<file path="src/rtl/branch_target_buffer.sv">
// ---------------------------------------------------------------------------
// branch_target_buffer
//
// Fetch-stage branch target buffer, 2-way set associative with one LRU bit
// per set. A lookup is combinational from the stored state. Entries are
// allocated or refreshed from execute-stage branch resolution.
//
// Optional feature macro: BTB_WRITE_BYPASS_EN
//   When defined, a taken update whose PC matches the lookup PC in the same
//   cycle is forwarded to the lookup outputs in that cycle.
//
// Parameters:
//   ADDR_WIDTH  PC / target width in bits
//   SETS        number of sets (power of two, >= 2)
//
// Ports:
//   clk            clock, all state updates on the rising edge
//   rst            asynchronous reset, active-high
//   i_req_valid    fetch lookup valid
//   i_req_pc       fetch PC
//   o_hit          lookup hit (qualified by i_req_valid)
//   o_target       stored target on hit, 0 on miss
//   o_is_jump      hit entry is an unconditional jump, 0 on miss
//   i_upd_valid    execute-stage resolved branch/jump
//   i_upd_pc       PC of the resolved instruction
//   i_upd_target   resolved target
//   i_upd_is_jump  instruction is an unconditional jump
//   i_upd_taken    resolved outcome taken (1 for jumps)
//   i_flush        invalidate the whole table
// ---------------------------------------------------------------------------
module branch_target_buffer #(
    parameter int ADDR_WIDTH = 32,
    parameter int SETS       = 16
) (
    input  logic                  clk,
    input  logic                  rst,
    input  logic                  i_req_valid,
    input  logic [ADDR_WIDTH-1:0] i_req_pc,
    output logic                  o_hit,
    output logic [ADDR_WIDTH-1:0] o_target,
    output logic                  o_is_jump,
    input  logic                  i_upd_valid,
    input  logic [ADDR_WIDTH-1:0] i_upd_pc,
    input  logic [ADDR_WIDTH-1:0] i_upd_target,
    input  logic                  i_upd_is_jump,
    input  logic                  i_upd_taken,
    input  logic                  i_flush
);

    localparam int INDEX_BITS = $clog2(SETS);
    localparam int TAG_BITS   = ADDR_WIDTH - INDEX_BITS - 2;
    localparam int WAYS       = 2;

    // -----------------------------------------------------------------------
    // Storage
    // -----------------------------------------------------------------------
    logic                  valid_q  [SETS][WAYS];
    logic [TAG_BITS-1:0]   tag_q    [SETS][WAYS];
    logic [ADDR_WIDTH-1:0] target_q [SETS][WAYS];
    logic                  jump_q   [SETS][WAYS];
    // LRU bit names the victim way of the set.
    logic                  lru_q    [SETS];

    // -----------------------------------------------------------------------
    // Address decode
    // -----------------------------------------------------------------------
    logic [INDEX_BITS-1:0] req_idx;
    logic [TAG_BITS-1:0]   req_tag;
    logic [INDEX_BITS-1:0] upd_idx;
    logic [TAG_BITS-1:0]   upd_tag;

    assign req_idx = i_req_pc[INDEX_BITS+1:2];
    assign req_tag = i_req_pc[ADDR_WIDTH-1:INDEX_BITS+2];
    assign upd_idx = i_upd_pc[INDEX_BITS+1:2];
    assign upd_tag = i_upd_pc[ADDR_WIDTH-1:INDEX_BITS+2];

    // Byte-offset bits carry no information for a word-aligned fetch.
    logic unused_pc_bits;
    assign unused_pc_bits = ^{i_req_pc[1:0], i_upd_pc[1:0]};

    // -----------------------------------------------------------------------
    // Lookup path (combinational from stored state)
    // -----------------------------------------------------------------------
    logic req_m0;
    logic req_m1;
    logic state_hit;
    logic state_way;

    always_comb begin
        req_m0    = valid_q[req_idx][0] && (tag_q[req_idx][0] == req_tag);
        req_m1    = valid_q[req_idx][1] && (tag_q[req_idx][1] == req_tag);
        state_hit = i_req_valid && (req_m0 || req_m1);
        // Way 0 wins if both ways ever match.
        state_way = !req_m0;
    end

    logic byp_hit;
`ifdef BTB_WRITE_BYPASS_EN
    assign byp_hit = !rst && i_req_valid && i_upd_valid && i_upd_taken && !i_flush &&
                     (i_upd_pc[ADDR_WIDTH-1:2] == i_req_pc[ADDR_WIDTH-1:2]);
`else
    assign byp_hit = 1'b0;
`endif

    always_comb begin
        o_hit     = 1'b0;
        o_target  = '0;
        o_is_jump = 1'b0;
        if (byp_hit) begin
            o_hit     = 1'b1;
            o_target  = i_upd_target;
            o_is_jump = i_upd_is_jump;
        end else if (state_hit) begin
            o_hit     = 1'b1;
            o_target  = target_q[req_idx][state_way];
            o_is_jump = jump_q[req_idx][state_way];
        end
    end

    // -----------------------------------------------------------------------
    // Update path
    // -----------------------------------------------------------------------
    logic upd_m0;
    logic upd_m1;
    logic upd_hit;
    logic upd_way;
    logic upd_we;      // write tag/target/is_jump/valid into upd_way
    logic upd_touch;   // update sets this set's LRU bit

    always_comb begin
        upd_m0  = valid_q[upd_idx][0] && (tag_q[upd_idx][0] == upd_tag);
        upd_m1  = valid_q[upd_idx][1] && (tag_q[upd_idx][1] == upd_tag);
        upd_hit = upd_m0 || upd_m1;

        if (upd_hit) begin
            upd_way = !upd_m0;
        end else if (!valid_q[upd_idx][0]) begin
            upd_way = 1'b0;
        end else if (!valid_q[upd_idx][1]) begin
            upd_way = 1'b1;
        end else begin
            upd_way = lru_q[upd_idx];
        end

        upd_we    = 1'b0;
        upd_touch = 1'b0;
        if (i_upd_valid && !i_flush) begin
            if (upd_hit) begin
                // A not-taken conditional branch keeps its stored target.
                upd_we    = i_upd_taken || i_upd_is_jump;
                upd_touch = 1'b1;
            end else if (i_upd_taken) begin
                upd_we    = 1'b1;
                upd_touch = 1'b1;
            end
        end
    end

    // -----------------------------------------------------------------------
    // Valid / LRU state: flush > update > lookup touch
    // -----------------------------------------------------------------------
    always_ff @(posedge clk or posedge rst) begin
        if (rst) begin
            for (int unsigned s = 0; s < SETS; s++) begin
                lru_q[s] <= 1'b0;
                for (int unsigned w = 0; w < WAYS; w++) begin
                    valid_q[s][w] <= 1'b0;
                end
            end
        end else if (i_flush) begin
            for (int unsigned s = 0; s < SETS; s++) begin
                lru_q[s] <= 1'b0;
                for (int unsigned w = 0; w < WAYS; w++) begin
                    valid_q[s][w] <= 1'b0;
                end
            end
        end else begin
            // Later assignment to the same set lets the update's LRU win.
            if (state_hit) begin
                lru_q[req_idx] <= !state_way;
            end
            if (upd_touch) begin
                lru_q[upd_idx] <= !upd_way;
            end
            if (upd_we) begin
                valid_q[upd_idx][upd_way] <= 1'b1;
            end
        end
    end

    // Entry payload has no reset; valid bits gate its use.
    always_ff @(posedge clk) begin
        if (!rst && upd_we) begin
            tag_q[upd_idx][upd_way]    <= upd_tag;
            target_q[upd_idx][upd_way] <= i_upd_target;
            jump_q[upd_idx][upd_way]   <= i_upd_is_jump;
        end
    end

endmodule

</file>
<file path="config.mk">
export PLATFORM = sky130hd
export DESIGN_NAME = branch_target_buffer
export DESIGN_NICKNAME = d
export VERILOG_FILES = /design/src/rtl/branch_target_buffer.sv
export SDC_FILE = /design/constraint.sdc
export NUM_CORES = 2
export LEC_CHECK = 0
export CORE_ASPECT_RATIO = 0.9
export CORE_MARGIN = 8
export CORE_UTILIZATION = 32
export CTS_CLUSTER_SIZE = 20
export DETAILED_ROUTE_END_ITERATION = 10
export PLACE_DENSITY_LB_ADDON = 0.05
export SLEW_MARGIN = 10
export SYNTH_ARGS = -nofsm -noshare
export SYNTH_HDL_FRONTEND = slang
export SYNTH_SLANG_ARGS = --single-unit
</file>
<file path="constraint.sdc">
create_clock -name clk -period 13.7 [get_ports clk]
set_clock_uncertainty 0.05 [all_clocks]
set_input_delay 2.74 -clock clk [delete_from_list [all_inputs] [get_ports clk]]
set_output_delay 2.74 -clock clk [all_outputs]
set_load 0.005 [all_outputs]
</file>
==> run summary <==
The flow ran to the end, and the final reports show no timing, DRC or antenna violations. The proportion of synthesized flip-flops having asynchronous set or reset came out at 2.479%. The number of detailed-route iterations in the first pass came out at 6.

The total number of clock tree sinks is 1936. The synthesized design contains 1888 enable-type register cells. In the post-synthesis netlist, the biggest area contributors are edfxtp_1, mux4_2, mux2i_1. Along the worst path, the maximum fanout reaches 51. The slowest stage of the critical path is the mux2i_1 cell. The portion of the clock cycle consumed by the worst path in the final layout is 85.03%. The global-route wire length before repair is 425.7 mm.

The total die area came out at 0.2804 mm2. The power density normalized to cell area came out at 136.6 mW/mm2. The cell count after synthesis is 4298. The critical path buffer and inverter count is 4.

For this configuration, the core starts out at a cell density of 32.04%. The post-route standard cell area excluding fillers came out at 0.09753 mm2. The flip-flop cell with the highest count after synthesis is edfxtp_1. The measured slew at the worst slew-check pin came out at 1136 ps.

Counting the buffers created by CTS gives 227. The H-tree was split into 4 levels. The cell row count came out at 179. The endpoint required time on the critical path is 10910 ps. The max capacitance violation total is 0. The root buffer selected by CTS is clkbuf_16. The number of DRC markers after the initial detailed-route iteration came out at 5425.

The number of distinct library cells after synthesis came out at 84. Detailed placement finished with a half-perimeter wire length of 183.3 mm. The register area share after synthesis came out at 68.61%.

The count of nets left with antenna violations after detail routing came out at 0. The number of antenna violations at the first check in global routing came out at 12. The count of instances resized after the clock tree is built is 0. After routing, the total negative slack on setup checks comes to 0 ps. The horizontal die dimension came out at 557.3 um. The wire length after detailed routing is 315.1 mm. During synthesis, Yosys emitted a total of 0 warnings. STA classifies the critical path startpoint as an input port. Hold is met by 470.4 ps. Across the VDD grid, the largest voltage drop is 0.0001176 V. The data arrival time of the critical path is 8860 ps. Port buffering added 132 buffers. The average vias per placed instance came out at 5.641. The leakage component of the power is 30.59 nW. The final core utilization came out at 37.03%.

The worst setup path is of the input port to primary output kind. For this run, the top clock speed supported by timing is 85.84 MHz. The pin count of the biggest net entering global routing is 133. The sequential standard cell area came out at 0.05790 mm2. The final layout contains 4662 nets.

Clock-pin slew was measured on the worst setup and hold paths at 60 ps. 137 I/O pins were placed. The clock latency on the worst-skew pair is 900 ps.

In this run the tightest slew margin relative to its limit is 23.43%. The count of endpoints failing hold in the final timing report came out at 0. The number of nets in the synthesized netlist is 4401. The area added between synthesis and finish is 15.57%. STA classifies the critical path endpoint as a primary output. The delay of the slowest cell on the worst path came out at 690 ps. The last weighted congestion value of the routability-driven placer is 0.8929.

The wire length per cell after detailed routing came out at 38.09 um. After synthesis the cells add up to 0.08439 mm2. The footprint of the multi-input gates is 0.02501 mm2. The clock tree from TritonCTS is done. The post-place instance area came out at 0.09047 mm2.

The post-place setup slack came out at 2138 ps. The post-cts hold buffer count is 0. The region available for standard cell placement spans 0.2634 mm2. The total overflow left after global routing is 0. Setup repair after global routing left no endpoint under its margin. The number of fill cells in the layout is 24300. The number of max-slew violations in the final report is 0. The commonest cells after synthesis are edfxtp_1, mux4_2, mux2i_1, nor2_1, nand2_1. After clock tree synthesis, the setup repair step added 0 buffers. The routed via count came out at 46670.

The number of buffers between clock root and the deepest sink came out at 4. The critical path goes through buf_8 > buf_12 > mux4_2 > mux2i_1 > xor2_1 > o2111ai_1 > nor4_1 > a21oi_1 > nor4b_4 > buf_4 > mux2i_1 > nor2_1 > clkdlybuf4s50_1. Global routing used 22.03% of the available tracks across all layers. The fraction of final layout cells with drive strength greater than 1 is 27.23%.

The total power draw is 13.32 mW. A synthesized cell averages 19.63 um2. After layout, the worst setup slack is 2051 ps. The via count of the first global-routing pass is 47600. The worst hold path belongs to the class register to register. The flip-flop and latch count after synthesis is 1936.

The post-route DRC violation count came out at 0. The number of standard cells in the final layout excluding fillers is 8273. The biggest area contributor in the post-synthesis netlist is edfxtp_1.

Among all cell types in the netlist, the one instantiated most often is edfxtp_1. The height of the die came out at 503.2 um. Setup violations remaining at the end of the flow were counted as 0. The count of placed standard cells including taps is 7859. The clock period minus final worst setup slack is 11650 ps. The synthesized design devotes to its leading area cell type 67.18% of total area. The library cell appearing most often on the critical path is mux2i_1. Among cell families on the critical path, the largest total delay comes from buffers and inverters.
flip-flops by register name, indices dropped and copies added (netlist names):
register and flops:
jump_q 32, lru_q 16, tag_q 832, target_q 1024, valid_q 32
power breakdown:
part           internal (mW)  total, mW  leakage, nW  switching, mW
clock network           3.41       5.86         3.44           2.46
logic                  0.336      0.951         9.52          0.616
registers               6.51       6.51         17.6        0.00198
total                   10.2       13.3         30.6           3.07
worst paths after layout:
kind / slack (ps) / cells past startpoint / startpoint / endpoint
setup / recovery: 2050 / 13 / i_req_pc[2] / o_target[16]
hold / removal: 470 / 2 / valid_q[27]$_DFFE_PP0P_ / valid_q[27]$_DFFE_PP0P_
setup reg to reg: 6620 / 10 / tag_q[2][47]$_DFFE_PP_ / target_q[1][49]$_DFFE_PP_
hold reg to reg: 470 / 2 / valid_q[27]$_DFFE_PP0P_ / valid_q[27]$_DFFE_PP0P_
max in group asynchronous: 10380 / 3 / rst / valid_q[28]$_DFFE_PP0P_
min in group asynchronous: 2330 / 2 / rst / lru_q[12]$_DFF_PP0_
layout by cell type, fill, tap and decap left out, types with 18 or more instances in the layout:
cell type	n
a211oi_1	22
a21oi_1	40
a221oi_1	37
a22oi_1	72
a31oi_1	18
buf_12	23
buf_4	147
bufinv_16	19
clkbuf_1	48
clkbuf_16	230
clkdlybuf4s50_1	117
clkinv_1	68
clkinv_2	34
dfrtp_1	48
edfxtp_1	1888
inv_1	65
mux2_2	100
mux2i_1	275
mux4_2	649
nand2_1	129
nand3_1	43
nor2_1	108
nor2_4	25
nor3_1	26
o21ai_0	45
o22ai_1	79
xnor2_1	74
xor2_1	22
worst reg2reg max path, delay by kind of cell (launching register included):
family,cells,cell delay (ps)
multiplexers,1,490
buffers and inverters,1,630
AO/OA/AOI/OAI,5,2750
AND/OR/NAND/NOR,3,2330
flip-flops,1,410
cell type report:
| type | count | share of cell area (%) |
|---|---|---|
| Antenna cell | 7 | 0.01796 |
| Clock buffer | 278 | 6.086 |
| Clock inverter | 129 | 1.135 |
| Inverter | 72 | 0.2848 |
| Multi-Input combinational cell | 2020 | 25.64 |
| Sequential cell | 1936 | 59.36 |
| Tap cell | 3529 | 4.527 |
| Timing Repair Buffer | 302 | 2.947 |
logic make-up (layout without fill, tap and decap cells):
| logic type | count (synthesis) | after routing | synth area share (%) |
|---|---|---|---|
| other cells | 0 | 7 | 0 |
| buf+inv | 342 | 781 | 2.071 |
| flops | 1936 | 1936 | 68.61 |
| compound gates | 447 | 447 | 3.867 |
| xor+xnor | 96 | 96 | 0.9964 |
| simple gates | 453 | 453 | 2.541 |
| mux | 1024 | 1024 | 21.92 |
metal layers:
| metal | vias up | global-route usage, % | wire length [um] |
|---|---|---|---|
| met1 | 25770 | 32.00 | 143400 |
| met5 | - | 0 | 41 |
| met3 | 407 | 3.609 | 18530 |
| met4 | 6 | 6.086 | 9562 |
| li1 | 18710 | - | - |
| met2 | 1777 | 34.41 | 143600 |
No activity file was read; power rests on OpenSTA's default activity.
